$ cat config.mk
export PLATFORM = sky130hd
export DESIGN_NAME = loop_player_ctrl
export DESIGN_NICKNAME = d
export VERILOG_FILES = /design/src/rtl/loop_player_ctrl.sv
export SDC_FILE = /design/constraint.sdc
export NUM_CORES = 1
export LEC_CHECK = 0
export CAP_MARGIN = 20
export CELL_PAD_IN_SITES_DETAIL_PLACEMENT = 1
export CELL_PAD_IN_SITES_GLOBAL_PLACEMENT = 1
export CORE_AREA = 2 2 88 90
export CTS_BUF_LIST = sky130_fd_sc_hd__clkbuf_8
export DETAILED_ROUTE_END_ITERATION = 8
export DIE_AREA = 0 0 90 92
export GPL_ROUTABILITY_DRIVEN = 0
export PLACE_DENSITY = 0.73
export SLEW_MARGIN = 15
export SYNTH_ARGS = -nofsm -noshare
export SYNTH_HDL_FRONTEND = slang
export SYNTH_SLANG_ARGS = --single-unit
$ cat constraint.sdc
create_clock -name clk -period 3.3 [get_ports clk]
set_input_delay 0.33 -clock clk [delete_from_list [all_inputs] [get_ports clk]]
set_output_delay 0.33 -clock clk [all_outputs]
set_load 0.01 [all_outputs]
$ cat src/rtl/loop_player_ctrl.sv
// loop_player_ctrl: beat-position controller with play/pause, note seeking and a
// note-aligned loop window. Define LOOP_PLAYER_REVERSE_EN to enable reverse play via rev.
module loop_player_ctrl #(
  parameter int BEAT_W     = 12,
  parameter int LEN        = 4095,
  parameter int BPN        = 4,
  parameter int LOOP_NOTES = 4
) (
  input  logic              clk,
  input  logic              reset,
  input  logic              tick,
  input  logic              play,
  input  logic              loop_en,
  input  logic              stop,
  input  logic              seek_fwd,
  input  logic              seek_bwd,
  input  logic              rev,
  output logic [BEAT_W-1:0] ibeat,
  output logic              loop_active,
  output logic              at_end
);

  localparam int W1 = BEAT_W + 1;
  localparam logic [W1-1:0] ZERO_W = W1'(0);
  localparam logic [W1-1:0] ONE_W  = W1'(1);
  localparam logic [W1-1:0] LEN_W  = W1'(LEN);
  localparam logic [W1-1:0] LAST_W = W1'(LEN - 1);
  localparam logic [W1-1:0] BPN_W  = W1'(BPN);
  localparam logic [W1-1:0] SPAN_W = W1'((LOOP_NOTES - 1) * BPN);

  typedef enum logic [1:0] {IDLE = 2'd0, PLAY = 2'd1, PAUSE = 2'd2, LOOP = 2'd3} state_t;

  state_t            state_r, state_s;
  logic [BEAT_W-1:0] ibeat_r, lo_r, hi_r;
  logic              loop_active_r, at_end_r;
  logic [W1-1:0]     cur_s, ns_s, lo_w_s, hi_w_s, beat_s, lo_s, hi_s;
  logic [W1-1:0]     fwd_next_s, seek_s, play_step_s, loop_step_s;
  logic              play_wrap_s, wrap_s, seek_ok_s, rev_s;

  function automatic logic [W1-1:0] note_start(input logic [W1-1:0] b);
    return b & ~(BPN_W - ONE_W);
  endfunction

  function automatic logic [W1-1:0] win_hi(input logic [W1-1:0] ns);
    logic [W1-1:0] top;
    top = ns + (BPN_W - ONE_W);
    return (top > LAST_W) ? LAST_W : top;
  endfunction

  function automatic logic [W1-1:0] win_lo(input logic [W1-1:0] ns);
    return (ns >= SPAN_W) ? (ns - SPAN_W) : ZERO_W;
  endfunction

`ifdef LOOP_PLAYER_REVERSE_EN
  assign rev_s = rev;
`else
  logic rev_unused_s;
  assign rev_unused_s = rev;
  assign rev_s        = 1'b0;
`endif

  assign cur_s      = {1'b0, ibeat_r};
  assign lo_w_s     = {1'b0, lo_r};
  assign hi_w_s     = {1'b0, hi_r};
  assign ns_s       = note_start(cur_s);
  assign seek_ok_s  = seek_fwd ^ seek_bwd;
  assign fwd_next_s = ns_s + BPN_W;
  // A forward seek past the last beat restarts the song without flagging a wrap.
  assign seek_s     = seek_fwd ? ((fwd_next_s >= LEN_W) ? ZERO_W : fwd_next_s)
                               : ((ns_s >= BPN_W) ? (ns_s - BPN_W) : ZERO_W);
  assign play_step_s = rev_s ? ((cur_s == ZERO_W) ? LAST_W : cur_s - ONE_W)
                             : ((cur_s == LAST_W) ? ZERO_W : cur_s + ONE_W);
  assign play_wrap_s = rev_s ? (cur_s == ZERO_W) : (cur_s == LAST_W);
  assign loop_step_s = rev_s ? ((cur_s == lo_w_s) ? hi_w_s : cur_s - ONE_W)
                             : ((cur_s == hi_w_s) ? lo_w_s : cur_s + ONE_W);

  // Next-state, next-beat and loop-window selection; stop beats seek beats tick.
  always_comb begin
    state_s = state_r;
    beat_s  = cur_s;
    lo_s    = lo_w_s;
    hi_s    = hi_w_s;
    wrap_s  = 1'b0;
    if (stop) begin
      state_s = IDLE;
      beat_s  = ZERO_W;
      lo_s    = ZERO_W;
      hi_s    = ZERO_W;
    end else begin
      case (state_r)
        IDLE: begin
          if (play) state_s = PLAY;
          else      state_s = IDLE;
        end
        PLAY: begin
          if (play && loop_en) begin
            state_s = LOOP;
            lo_s    = win_lo(ns_s);
            hi_s    = win_hi(ns_s);
          end else begin
            if (play) state_s = PLAY;
            else      state_s = PAUSE;
            if (seek_ok_s) begin
              beat_s = seek_s;
            end else if (tick) begin
              beat_s = play_step_s;
              wrap_s = play_wrap_s;
            end else begin
              beat_s = cur_s;
            end
          end
        end
        PAUSE: begin
          if (play) state_s = PLAY;
          else      state_s = PAUSE;
          if (seek_ok_s) beat_s = seek_s;
          else           beat_s = cur_s;
        end
        LOOP: begin
          if (tick) beat_s = loop_step_s;
          else      beat_s = cur_s;
          // Leaving the loop drops the window so the next entry latches a fresh one.
          if (!play) begin
            state_s = PAUSE;
            lo_s    = ZERO_W;
            hi_s    = ZERO_W;
          end else if (!loop_en) begin
            state_s = PLAY;
            lo_s    = ZERO_W;
            hi_s    = ZERO_W;
          end else begin
            state_s = LOOP;
          end
        end
        default: begin
          state_s = IDLE;
          beat_s  = ZERO_W;
          lo_s    = ZERO_W;
          hi_s    = ZERO_W;
        end
      endcase
    end
  end

  // State, beat, window and output registers.
  always_ff @(posedge clk or posedge reset) begin
    if (reset) begin
      state_r       <= IDLE;
      ibeat_r       <= {BEAT_W{1'b0}};
      lo_r          <= {BEAT_W{1'b0}};
      hi_r          <= {BEAT_W{1'b0}};
      loop_active_r <= 1'b0;
      at_end_r      <= 1'b0;
    end else begin
      state_r       <= state_s;
      ibeat_r       <= BEAT_W'(beat_s);
      lo_r          <= BEAT_W'(lo_s);
      hi_r          <= BEAT_W'(hi_s);
      loop_active_r <= (state_s == LOOP);
      at_end_r      <= wrap_s;
    end
  end

  assign ibeat       = ibeat_r;
  assign loop_active = loop_active_r;
  assign at_end      = at_end_r;

endmodule
Yosys cells after proc, flatten, opt, wreduce, memory -nomap -nowiden
Cells that the tools add are included.
Word-level totals
  register bits: 40
  bits of input ports: 9
  output and inout port bits: 14
Operators by class
  add/subtract/negate cells: 5
  order comparisons: 4
  eq/ne operators: 12
  muxes and demuxes: 34
  bitwise gates (word level): 1
  reductions and logical operators: 6
Operators by type and width (count)
  $mux 12: 19
  $pmux 12 s2: 2
  $pmux 12 s3: 1
  $add 12x2->13 const B: 1
  $add 12x3->13 const B: 1
  $ge 13x12->1 const B: 1
  $gt 13x12->1 const B: 1
  $add 12x1->12 const B: 1
  $eq 12x12->1: 1
  $eq 12x12->1 const B: 1
  $ge 12x3->1 const B: 1
  $ge 12x4->1 const B: 1
  $ne 3x3->1 const B: 4
  $sub 12x3->12 const B: 1
  $sub 12x4->12 const B: 1
  $mux 2: 5
  $ne 4x4->1 const B: 2
  $pmux 2 s4: 1
  $eq 2x2->1 const B: 3
  $mux 1: 6
  $reduce_and 5->1: 1
  $reduce_bool 4->1: 1
  $reduce_and 3->1: 1
  $reduce_bool 3->1: 1
  other kinds (4): 4

Longest topological paths before layout
  word-level depth: 8
  mapped depth: 9
  mapped depth without buffers: 8

Least setup slack after synthesis
OpenSTA, ideal clock, no wires.
  kind: flip-flop to flip-flop
  start point: register ibeat_r[2] (netlist: ibeat[2])
  end point: register ibeat_r[4] (netlist: ibeat[4])
  setup time: 0.122 ns
  data arrival time: 2.224 ns
  required time: 3.178 ns
  path slack: 0.954 ns
  cell stages (with the launch flop): 10
  period minus slack after synthesis: 2.346 ns
  path through: dfrtp_1 -> clkbuf_1 -> inv_1 -> ha_1 -> nor2b_1 -> a41oi_2 -> a221o_1 -> a21oi_1 -> nor3_1 -> a32o_1
Between the ends
  longest elaborated chain between the ends: 8
  elaborated cells between the ends (all ways): 19
RTL lines
  start, declared: line 34  | logic [BEAT_W-1:0] ibeat_r, lo_r, hi_r;
  start signal, assigned: line 149  | ibeat_r <= {BEAT_W{1'b0}};
  start signal, assigned: line 156  | ibeat_r <= BEAT_W'(beat_s);
  $add 12x3->13: line 67  | assign fwd_next_s = ns_s + BPN_W;
  $ge 13x12->1: line 69  | assign seek_s = seek_fwd ? ((fwd_next_s >= LEN_W) ? ZERO_W : fwd_next_s)
  $mux 12 (2 in series): line 69
  $mux 12: line 103  | if (seek_ok_s) begin
  $mux 12: line 96  | if (play && loop_en) begin
  $pmux 12 s3 *: line 90  | case (state_r)
  $mux 12 *: line 84  | if (stop) begin
Mark *: on every way between the ends. The rest lies on a longest branch, timed or not. The select of a mux whose other input is x is not followed.
A chain may end at the register's enable or synchronous reset.

Worst setup path after layout
  start point: register ibeat_r[3] (netlist: ibeat[3])
  end point: register ibeat_r[4] (netlist: ibeat[4])
Same word-level chain as after synthesis.

==> flow_metrics.env <==
export IMPL_run_status="complete, no violations"
export IMPL_synth_area_per_cell_um2=8.77
export IMPL_std_cell_rows=32
export IMPL_syn_nets=336
export IMPL_grt_pass1_wl_um=14300
export IMPL_worst_ep_arrival_time_ns=2.76
export IMPL_cts_sink_count=38
export IMPL_power_per_cell_area_nw_per_um2=436
export IMPL_setup_violations_final=0
export IMPL_multi_input_area_um2=1710
export IMPL_max_vdd_ir_drop_mv=0.142
export IMPL_dr_first_iter_drc_count=207
export IMPL_clk_transition_reported_paths_ns=0.08
export IMPL_critical_path_reg2reg_startpoint="ibeat[3]"
export IMPL_routed_via_density=5.93
export IMPL_cap_viol_max_count=0
export IMPL_yosysUniqueCellTypes=60
export IMPL_clk_latency_ns=0.30
export IMPL_grt_antenna_before_repair=0
export IMPL_worst_ep_required_ns=3.49
export IMPL_yosysTopAreaCell="dfrtp_1"
export IMPL_fmaxAchievable_mhz=390
export IMPL_synth_seq_area_share_pct=33.7
export IMPL_critPathMaxFanout=8
export IMPL_routed_via_count=2605
export IMPL_post_route_period_util_pct=77.7
export IMPL_synthToLayoutAreaGrowth_pct=13.7
export IMPL_chipHeight_um=92
export IMPL_postRouteAntennaNets=0
export IMPL_sequential_cell_area_um2=951
export IMPL_mapped_cell_area_um2=2830
export IMPL_grt_util_all_layers_pct=22.0
export IMPL_ctsLongestPathBuffers=2
export IMPL_layout_setup_ws_ns=0.735
export IMPL_grt_pass1_vias=2639
export IMPL_hold_path_class="in2async"
export IMPL_holdWs_ns=0.447
export IMPL_num_fill_cells=916
export IMPL_nets_final=350
export IMPL_synth_edf_count=0
export IMPL_post_cts_buffers=0
export IMPL_antennaDiodeCount=0
export IMPL_cts_repair_resize_count=0
export IMPL_ys_async_sr_fraction_pct=100
export IMPL_timing_final_hold_violations=0
export IMPL_power_static_leakage_nw=1.44
export IMPL_globalRouteOverflowTotal=0
export IMPL_hpwlAfterDp_um=6120
export IMPL_io_pin_count=23
export IMPL_initial_core_util_pct=37.9
export IMPL_placement_setup_worst_slack_ns=0.785
export IMPL_synth_ff_latch_count=38
export IMPL_syn_inst=322
export IMPL_design_core_area_um2=7450
export IMPL_clock_skew_final_ns=0.00245
export IMPL_timing_critical_path_to_type="flip-flop"
export IMPL_postRouteWirelength_um=8770
export IMPL_htree_num_levels=2
export IMPL_netlist_area_leader_share_pct=33.7
export IMPL_r2r_worst_path_cells=8
export IMPL_fp_dieArea_um2=8280
export IMPL_numPortBuffers=21
export IMPL_tightest_slew_ns=0.754
export IMPL_maxSlewHeadroom_pct=49.7
export IMPL_worstSetupStartpointType="flip-flop"
export IMPL_tritoncts="yes"
export IMPL_cts_made_buffers=5
export IMPL_largest_net_degree_at_the_start_of_global_routing=39
export IMPL_grt_setup_unrepaired="no"
export IMPL_drive_above_1_share_pct=11.3
export IMPL_postSynth_topFlopCell="dfrtp_1"
export IMPL_synth_warnings=0
export IMPL_post_cts_hold_buffer_count=0
export IMPL_root_buffer="clkbuf_8"
export IMPL_slew_viol_final=0
export IMPL_main_area_contributors_after_synthesis="dfrtp_1, xor2_1, nand2_1"
export IMPL_die_width_um=90
export IMPL_fin_tns_setup_ns=0
export IMPL_criticalPathCategory="reg2reg"
export IMPL_final_min_clock_period_ns=2.57
export IMPL_routed_wl_per_cell_um=20.0
export IMPL_detail_route_drc_violations=0
export IMPL_detailedRoute_firstPassIterationCount=4
export IMPL_startpoint="ibeat[3]"
[synth_stat cells (2+ instances only)]
cell,n
dfrtp_1,38
nand2_1,33
nor2_1,29
xor2_1,22
a21oi_1,19
clkbuf_1,17
o21ai_0,17
a22o_1,13
xnor2_1,11
inv_1,10
nand3_1,10
nor3_1,7
ha_1,5
a21o_1,4
a22oi_1,4
a31oi_1,4
mux2_2,4
mux2i_1,4
nand4_1,4
nor4_2,4
o21ai_1,4
o22ai_1,4
buf_2,3
buf_6,3
nor4_1,3
o211ai_1,3
o221ai_1,3
a32o_1,2
and3_1,2
nand2b_1,2
nor2b_1,2
nor4_4,2
o31a_1,2
o31ai_1,2
[worst max-delay path, stage by stage (launching register included)]
cell	delay (ns)
dfrtp_1	0.49
inv_1	0.15
ha_1	0.26
nor2b_1	0.30
a41oi_2	0.32
a221o_1	0.41
a21oi_1	0.17
nor3_1	0.08
a32o_1	0.29
[metal layers]
metal  global-route usage (%)  wire length (um)  vias up  part of all wire, %
met5                        0                 0        -                    0
li1                         -                 -     1195                    -
met2                     36.8              4310       53                   49
met4                     8.72               116        0                  1.3
met3                     2.55               379        7                  4.3
met1                     29.2              3960     1350                   45
[path summary, 6_finish.rpt]
| path | end | slack (ns) |
|---|---|---|
| setup / recovery | ibeat[4] | 0.73 |
| hold / removal | loop_active | 0.45 |
| setup reg to reg | ibeat[4] | 0.73 |
| hold reg to reg | lo_r[4] | 0.48 |
| max in group asynchronous | lo_r[6] | 2.49 |
| min in group clk | lo_r[4] | 0.48 |
[where the power goes]
group          leakage [nW]  internal [mW]  switching [mW]
Combinational         0.864          0.216           0.305
Clock                0.0524          0.166           0.174
Sequential            0.524          0.484          0.0548
Total                  1.44          0.866           0.533
[sequential cells by signal (all words and copies together), names as in the netlist]
register	count
hi_r	12
at_end	1
ibeat	12
loop_active	1
state_r	2
lo_r	10
[layout make-up]
type                       count  share of cell area [%]
multi-input combinational    249                    53.3
sequential                    38                    29.6
timing repair buffer          32                    9.11
tap                          102                    3.97
clock buffer                   6                    2.57
inverter                      10                    1.17
clock inverter                 2                   0.273
[kinds of logic (layout without fill, tap and decap cells)]
| kind of cell | Yosys count | in the layout | synth area share (%) |
|---|---|---|---|
| mux | 9 | 9 | 3.54 |
| xor+xnor | 33 | 33 | 10.2 |
| fa+ha+maj | 5 | 5 | 2.21 |
| buf+inv | 35 | 50 | 5.71 |
| flops | 38 | 38 | 33.7 |
| compound gates | 95 | 95 | 23.6 |
| simple gates | 107 | 107 | 21.0 |
[layout by cell type (no fill, tap or decap), types with 2 or more instances in the layout]
| cell | count |
|---|---|
| xor2_1 | 22 |
| buf_4 | 11 |
| nor4_2 | 4 |
| nand4_1 | 4 |
| ha_1 | 5 |
| mux2i_1 | 4 |
| nand2_1 | 33 |
| nor2b_1 | 2 |
| a31oi_1 | 4 |
| xnor2_1 | 11 |
| o221ai_1 | 3 |
| o211ai_1 | 3 |
| o21ai_1 | 4 |
| nand2b_1 | 2 |
| o31a_1 | 2 |
| dfrtp_1 | 38 |
| a21oi_1 | 19 |
| clkdlybuf4s50_1 | 21 |
| clkbuf_8 | 6 |
| a22o_1 | 13 |
| nand3_1 | 10 |
| a21o_1 | 4 |
| mux2_2 | 4 |
| nor4_1 | 3 |
| o31ai_1 | 2 |
| nor3_1 | 7 |
| inv_1 | 11 |
| and3_1 | 2 |
| nor2_1 | 29 |
| nor4_4 | 2 |
| o21ai_0 | 17 |
| a32o_1 | 2 |
| o22ai_1 | 4 |
| a22oi_1 | 4 |
[per-stage QoR]
stage                     area [um^2]  utilization [%]  std cells  total power [mW]
after floorplan                  2830                -        322             0.915
after global placement           3120             41.9        431              1.05
after detailed placement         3120             41.9        431              1.06
after CTS                        3210             43.1        439              1.41
after global routing             3210             43.1        439              1.48
final                            3210             43.1        439              1.40
Power figures use the tool's default switching activity.
